[config.mk]
export PLATFORM = sky130hd
export DESIGN_NAME = mem_lsu
export DESIGN_NICKNAME = d
export VERILOG_FILES = /design/src/rtl/mem_lsu.sv
export SDC_FILE = /design/constraint.sdc
export NUM_CORES = 1
export LEC_CHECK = 0
export ABC_AREA = 1
export ABC_CLOCK_PERIOD_IN_PS = 2600
export CORE_ASPECT_RATIO = 0.9
export CORE_MARGIN = 3
export CORE_UTILIZATION = 47
export DETAILED_ROUTE_END_ITERATION = 12
export PLACE_DENSITY = 0.83
export SLEW_MARGIN = 20
export SYNTH_ARGS = -nofsm -noshare
export SYNTH_HDL_FRONTEND = slang
export SYNTH_SLANG_ARGS = --single-unit
[constraint.sdc]
create_clock -name clk_i -period 2.6 [get_ports clk_i]
set_clock_uncertainty 0.2 [all_clocks]
set_input_delay 0.52 -clock clk_i [delete_from_list [all_inputs] [get_ports clk_i]]
set_output_delay 0.52 -clock clk_i [all_outputs]
set_load 0.01 [all_outputs]
[src/rtl/mem_lsu.sv]
// Memory stage: runs loads/stores over a req/gnt/rvalid port and registers results toward writeback.
// Optional build macro MISALIGN_TRAP_EN reports misaligned half/word accesses instead of issuing them.
module mem_lsu #(
    parameter int unsigned MEM_TIMEOUT = 255
) (
    input  logic        clk_i,
    input  logic        rst_i,
    input  logic        valid_i,
    output logic        ready_o,
    input  logic        is_load_i,
    input  logic        is_store_i,
    input  logic [1:0]  size_i,
    input  logic        unsigned_i,
    input  logic [31:0] addr_i,
    input  logic [31:0] store_data_i,
    input  logic [4:0]  rd_i,
    output logic        dmem_req_o,
    output logic        dmem_we_o,
    output logic [31:0] dmem_addr_o,
    output logic [3:0]  dmem_be_o,
    output logic [31:0] dmem_wdata_o,
    input  logic        dmem_gnt_i,
    input  logic        dmem_rvalid_i,
    input  logic [31:0] dmem_rdata_i,
    output logic        valid_o,
    output logic [4:0]  rd_o,
    output logic [31:0] data_o,
    output logic        bus_err_o,
    output logic        misaligned_o
);
    localparam int unsigned CNT_W = $clog2(MEM_TIMEOUT + 1);

    typedef enum logic [1:0] {
        IDLE = 2'd0,
        REQ  = 2'd1,
        WAIT = 2'd2
    } state_t;

    state_t            state_q;
    logic [CNT_W-1:0]  cnt_q;
    logic              dmem_we_q;
    logic [31:0]       dmem_addr_q;
    logic [3:0]        dmem_be_q;
    logic [31:0]       dmem_wdata_q;
    logic [1:0]        lane_q;
    logic [1:0]        size_q;
    logic              unsigned_q;
    logic [4:0]        ld_rd_q;
    logic              valid_q;
    logic [4:0]        rd_q;
    logic [31:0]       data_q;
    logic              bus_err_q;

    logic              is_mem_d;
    logic              timeout_d;
    logic [3:0]        be_d;
    logic [31:0]       wdata_d;
    logic [7:0]        byte_d;
    logic [15:0]       half_d;
    logic [31:0]       load_data_d;

`ifdef MISALIGN_TRAP_EN
    logic              misaligned_q;
    logic              misaligned_d;

    assign misaligned_d = ((size_i == 2'b01) && addr_i[0]) ||
                          (size_i[1] && (addr_i[1:0] != 2'b00));
    assign misaligned_o = misaligned_q;
`else
    assign misaligned_o = 1'b0;
`endif

    assign is_mem_d  = is_load_i | is_store_i;
    assign timeout_d = (cnt_q >= CNT_W'(MEM_TIMEOUT - 1));

    // Lane placement of the outgoing store; reserved size 11 behaves as a word.
    always_comb begin
        be_d    = 4'b1111;
        wdata_d = store_data_i;
        case (size_i)
            2'b00: begin
                be_d    = 4'b0001 << addr_i[1:0];
                wdata_d = {4{store_data_i[7:0]}};
            end
            2'b01: begin
                be_d    = 4'b0011 << {addr_i[1], 1'b0};
                wdata_d = {2{store_data_i[15:0]}};
            end
            default: ;
        endcase
    end

    always_comb begin
        byte_d = dmem_rdata_i[7:0];
        case (lane_q)
            2'b01:   byte_d = dmem_rdata_i[15:8];
            2'b10:   byte_d = dmem_rdata_i[23:16];
            2'b11:   byte_d = dmem_rdata_i[31:24];
            default: ;
        endcase
        half_d      = lane_q[1] ? dmem_rdata_i[31:16] : dmem_rdata_i[15:0];
        load_data_d = dmem_rdata_i;
        case (size_q)
            2'b00:   load_data_d = unsigned_q ? {24'd0, byte_d} : {{24{byte_d[7]}}, byte_d};
            2'b01:   load_data_d = unsigned_q ? {16'd0, half_d} : {{16{half_d[15]}}, half_d};
            default: ;
        endcase
    end

    // A completion that lands on the timeout cycle wins over the abort.
    always_ff @(posedge clk_i) begin
        if (rst_i) begin
            state_q      <= IDLE;
            cnt_q        <= '0;
            dmem_we_q    <= 1'b0;
            dmem_addr_q  <= '0;
            dmem_be_q    <= '0;
            dmem_wdata_q <= '0;
            lane_q       <= '0;
            size_q       <= '0;
            unsigned_q   <= 1'b0;
            ld_rd_q      <= '0;
            valid_q      <= 1'b0;
            rd_q         <= '0;
            data_q       <= '0;
            bus_err_q    <= 1'b0;
`ifdef MISALIGN_TRAP_EN
            misaligned_q <= 1'b0;
`endif
        end else begin
            valid_q   <= 1'b0;
            bus_err_q <= 1'b0;
`ifdef MISALIGN_TRAP_EN
            misaligned_q <= 1'b0;
`endif
            unique case (state_q)
                IDLE: begin
                    if (valid_i) begin
                        if (!is_mem_d) begin
                            valid_q <= 1'b1;
                            data_q  <= addr_i;
                            rd_q    <= rd_i;
                        end
`ifdef MISALIGN_TRAP_EN
                        else if (misaligned_d) begin
                            valid_q      <= 1'b1;
                            misaligned_q <= 1'b1;
                            data_q       <= addr_i;
                            rd_q         <= is_store_i ? 5'd0 : rd_i;
                        end
`endif
                        else begin
                            state_q      <= REQ;
                            cnt_q        <= '0;
                            dmem_we_q    <= is_store_i;
                            dmem_addr_q  <= {addr_i[31:2], 2'b00};
                            dmem_be_q    <= be_d;
                            dmem_wdata_q <= wdata_d;
                            lane_q       <= addr_i[1:0];
                            size_q       <= size_i;
                            unsigned_q   <= unsigned_i;
                            ld_rd_q      <= rd_i;
                        end
                    end
                end
                REQ: begin
                    if (dmem_gnt_i && dmem_we_q) begin
                        state_q <= IDLE;
                        valid_q <= 1'b1;
                        rd_q    <= 5'd0;
                        data_q  <= '0;
                    end else if (dmem_gnt_i && dmem_rvalid_i) begin
                        state_q <= IDLE;
                        valid_q <= 1'b1;
                        rd_q    <= ld_rd_q;
                        data_q  <= load_data_d;
                    end else if (timeout_d) begin
                        state_q   <= IDLE;
                        valid_q   <= 1'b1;
                        bus_err_q <= 1'b1;
                        rd_q      <= 5'd0;
                        data_q    <= '0;
                    end else begin
                        cnt_q <= cnt_q + CNT_W'(1);
                        if (dmem_gnt_i) begin
                            state_q <= WAIT;
                        end
                    end
                end
                WAIT: begin
                    if (dmem_rvalid_i) begin
                        state_q <= IDLE;
                        valid_q <= 1'b1;
                        rd_q    <= ld_rd_q;
                        data_q  <= load_data_d;
                    end else if (timeout_d) begin
                        state_q   <= IDLE;
                        valid_q   <= 1'b1;
                        bus_err_q <= 1'b1;
                        rd_q      <= 5'd0;
                        data_q    <= '0;
                    end else begin
                        cnt_q <= cnt_q + CNT_W'(1);
                    end
                end
                default: state_q <= IDLE;
            endcase
        end
    end

    assign ready_o      = (state_q == IDLE);
    assign dmem_req_o   = (state_q == REQ);
    assign dmem_we_o    = dmem_we_q;
    assign dmem_addr_o  = dmem_addr_q;
    assign dmem_be_o    = dmem_be_q;
    assign dmem_wdata_o = dmem_wdata_q;
    assign valid_o      = valid_q;
    assign rd_o         = rd_q;
    assign data_o       = data_q;
    assign bus_err_o    = bus_err_q;

endmodule
Word level (Yosys, flattened, before mapping)
Cells that the tools add are included.
{"block": "op_classes", "reduce_logical": 10, "muxes": 48, "n_eq_ne": 15, "shift": 2, "n_lt_le_gt_ge": 1, "n_bitwise": 1, "addsub": 1}
{"op": "$mux W32", "count": 8}
{"op": "$pmux W32 S2", "count": 2}
{"op": "$pmux W32 S3", "count": 1}
{"op": "$mux W8", "count": 6}
{"op": "$pmux W8 S3", "count": 2}
{"op": "$mux W5", "count": 6}
{"op": "$mux W16", "count": 1}
{"op": "$mux W2", "count": 8}
{"op": "$pmux W5 S3", "count": 1}
{"op": "$ne A2 B2 Y1 const B", "count": 5}
{"op": "$mux W1", "count": 9}
{"op": "$add A8 B1 Y8 const B", "count": 1}
{"op": "$eq A2 B1 Y1 const B", "count": 4}
{"op": "$ge A8 B8 Y1 const B", "count": 1}
{"op": "$pmux W4 S2", "count": 1}
{"op": "$eq A2 B2 Y1 const B", "count": 3}
{"op": "$logic_not A2 Y1", "count": 3}
{"op": "$pmux W2 S3", "count": 1}
{"op": "$reduce_and A3 Y1", "count": 2}
{"op": "$reduce_and A6 Y1", "count": 1}
{"op": "$ne A5 B1 Y1 const B", "count": 1}
{"op": "$reduce_and A4 Y1", "count": 1}
{"op": "$shl A1 B2 Y4 const A", "count": 1}
{"op": "$shl A2 B2 Y4 const A", "count": 1}
{"op": "other kinds (7)", "count": 8}
{"block": "totals", "wordCells": 92, "ff_bits": 126, "input_bits": 111, "out_inout_bits": 111}

Longest topological paths before layout
Gate-level depths: netlist of run 1.
{"block": "depth", "ltp_word": 7, "mapped_depth": 13, "depth_no_buf": 12}

Worst setup path after synthesis of run 1
Ideal clock, no wire load.
{"block": "synth_timing", "path_kind": "register to register", "start": "register state_q[0]", "end": "register data_q[11], in the netlist data_o[11]", "setup_ns": 0.132, "synth_period_minus_slack_ns": 1.944, "path_buffers": 2, "setup_slack_ns": 0.656, "t_arrival_ns": 1.612, "required_time_ns": 2.268, "stages_incl_launch_ff": 11, "path_cell_list": "dfxtp_1 -> inv_1 -> ha_1 -> inv_1 -> nor2_1 -> nor3_4 -> inv_2 -> buf_2 -> buf_2 -> nand2_1 -> a21oi_1"}
{"block": "synth_via", "elab_chain_cells": 3, "word_cells_on_any_way": 8, "cone_classes": "eq/ne (4); mux (1); reduce/logical (3)"}
{"item": "start, declared", "line": "39", "source": "state_t state_q;"}
{"item": "start signal, assigned", "line": "113", "source": "state_q <= IDLE;"}
{"item": "start signal, assigned", "line": "153", "source": "state_q <= REQ;"}
{"item": "start signal, assigned", "line": "168", "source": "state_q <= IDLE;"}
{"item": "$logic_not A2 Y1 (*)"}
{"item": "named net ready_o", "line": "9", "source": "output logic ready_o,"}
{"item": "$ne A2 B2 Y1 (no line) or $reduce_bool A3 Y1 (tied branches)"}
{"item": "$reduce_and A3 Y1 (no line)"}
{"item": "end signal, assigned", "line": "141", "source": "data_q <= addr_i;"}
{"item": "end signal, assigned", "line": "176", "source": "data_q <= load_data_d;"}
{"item": "end signal, assigned", "line": "195", "source": "data_q <= load_data_d;"}
{"item": "end, declared", "line": "51", "source": "logic [31:0] data_q;"}
Mark *: on every way through the listed nets, which the timed path passes. The rest lies on a longest branch.
A chain may end at the register's enable or synchronous reset.

Worst setup path after layout of run 1
{"block": "layout_timing", "start": "register state_q[1]", "end": "output dmem_req_o"}
{"block": "layout_via", "elab_chain_cells": 1}
{"item": "$eq A2 B1 Y1", "line": "212", "source": "assign dmem_req_o = (state_q == REQ);"}
{"item": "end, declared", "line": "17", "source": "output logic dmem_req_o,"}
Every way passes these cells.

==> results.ini, run 1 <==
[logic_synthesis]
yosys_most_used_dff=dfxtp_1
synth.cell_area_um2=6800
yosysSeqAreaShare=0.371
synthCells=1073
avgSynthCellArea_um2=6.34
synth_cell_types=40
synthArstFlopShare=0
synth_seq_cells=126
yosysWarnings=0
synth_edf_count=0

[sta]
achievable-frequency_mhz=413
fin_crit_ns=2.42
drv_slew=0
setup_viol=0
period_share=0.930
tightest_slew_ns=0.866
rsz0062_at_grt=false
totalNegativeSetupSlack_ns=0
slew_headroom=0.423
setup_slack_ns=0.181
final_hold_viol_count=0

[die]
rows=41
die_y_um=120
io_pins=222
dieArea_um2=16000
initial_utilization=0.482
die_x_um=133
design.core.area_um2=14100

[setup_path]
cp_slowest_cell=clkdlybuf4s50_1
cp_max_fo=4
required_ns=1.88
worstPathCellList=inv_1, ha_1, clkdlybuf4s50_1
critPathArrivalTime_ns=1.70
worstSetupPathType=flip-flop to primary output
critPathLaunchType=flip-flop
cpPeakStageDelay_ns=0.58
endpoint_kind=primary output

[placed_design]
dp_hpwl_mm=15.9
pre_cts_ws_ns=0.156
dp_cells=1443
portBuffers=218
gp_congestion=0.913
placed_area_um2=9130

[routing]
drcViolationCount=0
first_iter_violations=612
route.final.wire_length_mm=22.4
vias=7589
drtAntennaViolNets=0
dr.pass1.iters=5
wire_per_inst_um=15.2
vias_per_cell=5.15

[cts]
cts.sinks=126
cts-root-buf=clkbuf_16
cts_buffers=17
htreeDepth=4
path_clk_slew_ns=0.06
ctsLongestPathBuffers=2
clk_latency_ns=0.42
tritoncts=built
ctsHoldBuffers=0
cts_resized=0
cts_post_setup_buffers_inserted=0

[global_route]
grt_pass1_vias=6995
grt_antenna_before_repair=0
grt_max_degree=78
grtUsageTotal=0.279
grt_pass1_wl_mm=35.9
grt-ovfl-total=0

[hold_path]
min_path_type=flip-flop to flip-flop

[power]
leakage_nw=4.09
peakVddDrop_mv=0.494
power_density_nw_per_um2=764

[final_layout]
nNetsFinal=1386
drive_above_1_share=0.0647
postLayoutCellArea_um2=9730
num_antenna_cells=0
area_growth_pct=43.0
final_cells=1475

[run]
drv_cap=0

[run_status]
outcome=finished clean

[cell families (layout without fill, tap and decap cells)]
kind of cell | count (synthesis) | count (layout) | share of synthesized area
buffers and inverters | 172 | 379 | 0.107
DFF | 126 | 126 | 0.371
other | 1 | 3 | 0.000551
adders and majority gates | 6 | 6 | 0.0110
xor gates and xnor gates | 6 | 6 | 0.00773
and+or+nand+nor | 507 | 507 | 0.303
AOI/OAI and AO/OA | 255 | 255 | 0.200
[sequential cells by signal, summed over array words and instances (netlist names)]
| name | count |
|---|---|
| bus_err_o | 1 |
| cnt_q | 8 |
| data_o | 32 |
| dmem_addr_o | 30 |
| dmem_be_o | 4 |
| dmem_wdata_o | 32 |
| dmem_we_o | 1 |
| lane_q | 2 |
| ld_rd_q | 5 |
| rd_o | 5 |
| size_q | 2 |
| state_q | 2 |
| unsigned_q | 1 |
| valid_o | 1 |
[worst paths after layout]
kind                              endpoint  slack [ns]  cells past startpoint        from
worst min-delay path            ld_rd_q[3]        0.25                      2  ld_rd_q[3]
worst max-delay path            dmem_req_o        0.18                      3  state_q[1]
worst min register to register  ld_rd_q[3]        0.25                      2  ld_rd_q[3]
worst max register to register   data_o[7]        0.31                      6  state_q[0]
[cells in the mapped netlist (3+ instances only)]
master | instances | share of area
nand2_1 | 300 | 0.17
nor2_1 | 134 | 0.074
a21oi_1 | 130 | 0.096
dfxtp_1 | 126 | 0.37
inv_1 | 98 | 0.054
o21ai_0 | 91 | 0.067
nand3_1 | 54 | 0.040
clkbuf_1 | 34 | 0.019
buf_2 | 21 | 0.015
a31oi_1 | 9 | 0.0083
o22ai_1 | 8 | 0.0074
o211ai_1 | 7 | 0.0077
ha_1 | 6 | 0.011
inv_2 | 6 | 0.0033
nand2_2 | 5 | 0.0046
buf_4 | 4 | 0.0044
buf_6 | 4 | 0.0066
xor2_1 | 4 | 0.0052
a311oi_1 | 3 | 0.0039
buf_1 | 3 | 0.0017
nor2_2 | 3 | 0.0028
[worst max-delay path, delay by kind of cell, from the launching register on]
kind,cells,cell delay [ns]
buffers and inverters,2,0.69
DFF,1,0.32
adders and majority gates,1,0.26
[layer usage]
metal	share of wire	vias up	GRT usage
met1	0.43	3401	0.376
met4	0.030	0	0.112
met2	0.46	327	0.441
li1	-	3819	-
met3	0.072	42	0.0528
met5	0	-	0
[cell usage in the layout (no fill, tap or decap), types with 4 or more instances in the layout]
cell type | Yosys | final
nand2_1 | 300 | 300
clkdlybuf4s50_1 | 0 | 217
nor2_1 | 134 | 134
a21oi_1 | 130 | 130
dfxtp_1 | 126 | 126
inv_1 | 98 | 98
o21ai_0 | 91 | 91
nand3_1 | 54 | 54
buf_4 | 4 | 19
clkbuf_16 | 0 | 17
a31oi_1 | 9 | 9
o22ai_1 | 8 | 8
o211ai_1 | 7 | 7
inv_2 | 6 | 6
nand2_2 | 5 | 5
ha_1 | 6 | 5
clkinv_2 | 0 | 5
clkinvlp_4 | 0 | 5
xor2_1 | 4 | 4
buf_12 | 0 | 4
[power breakdown]
group,internal [W],leakage (nW),switching [W]
Sequential,0.00222,1.03,0.000175
Combinational,0.00114,2.78,0.00150
Clock,0.00150,0.281,0.000907
Total,0.00486,4.09,0.00258
[final cells by class]
cell class | instances | area (um^2)
clock buffers | 17 | 425
clock inverters | 15 | 170
fillers | 1240 | 4380
inverters | 106 | 410
multi-input cells | 777 | 3560
flip-flops and latches | 126 | 2520
well taps | 193 | 241
repair buffers | 241 | 2400
[metrics by stage]
| step | total power (W) | util | hold WS, ns |
|---|---|---|---|
| 6_report | 0.00744 | 0.690 | 0.246 |
| 4_1_cts | 0.00745 | 0.690 | 0.248 |
| 2_1_floorplan | 0.00393 | - | 0.225 |
| 3_5_place_dp | 0.00503 | 0.647 | 0.240 |
| 5_1_grt | 0.00786 | 0.690 | 0.257 |
| 3_3_place_gp | 0.00499 | 0.647 | 0.231 |
Power figures use the tool's default switching activity.
==> run 2: changes to the inputs <==
--- a/config.mk
+++ b/config.mk
@@ -12,6 +12,7 @@
 export CORE_UTILIZATION = 47
 export DETAILED_ROUTE_END_ITERATION = 12
 export PLACE_DENSITY = 0.83
+export SKIP_LAST_GASP = 1
 export SLEW_MARGIN = 20
 export SYNTH_ARGS = -nofsm -noshare
 export SYNTH_HDL_FRONTEND = slang
==> results of run 2 <==
The final DEF is identical to that of run 1; final timing and power are the same.
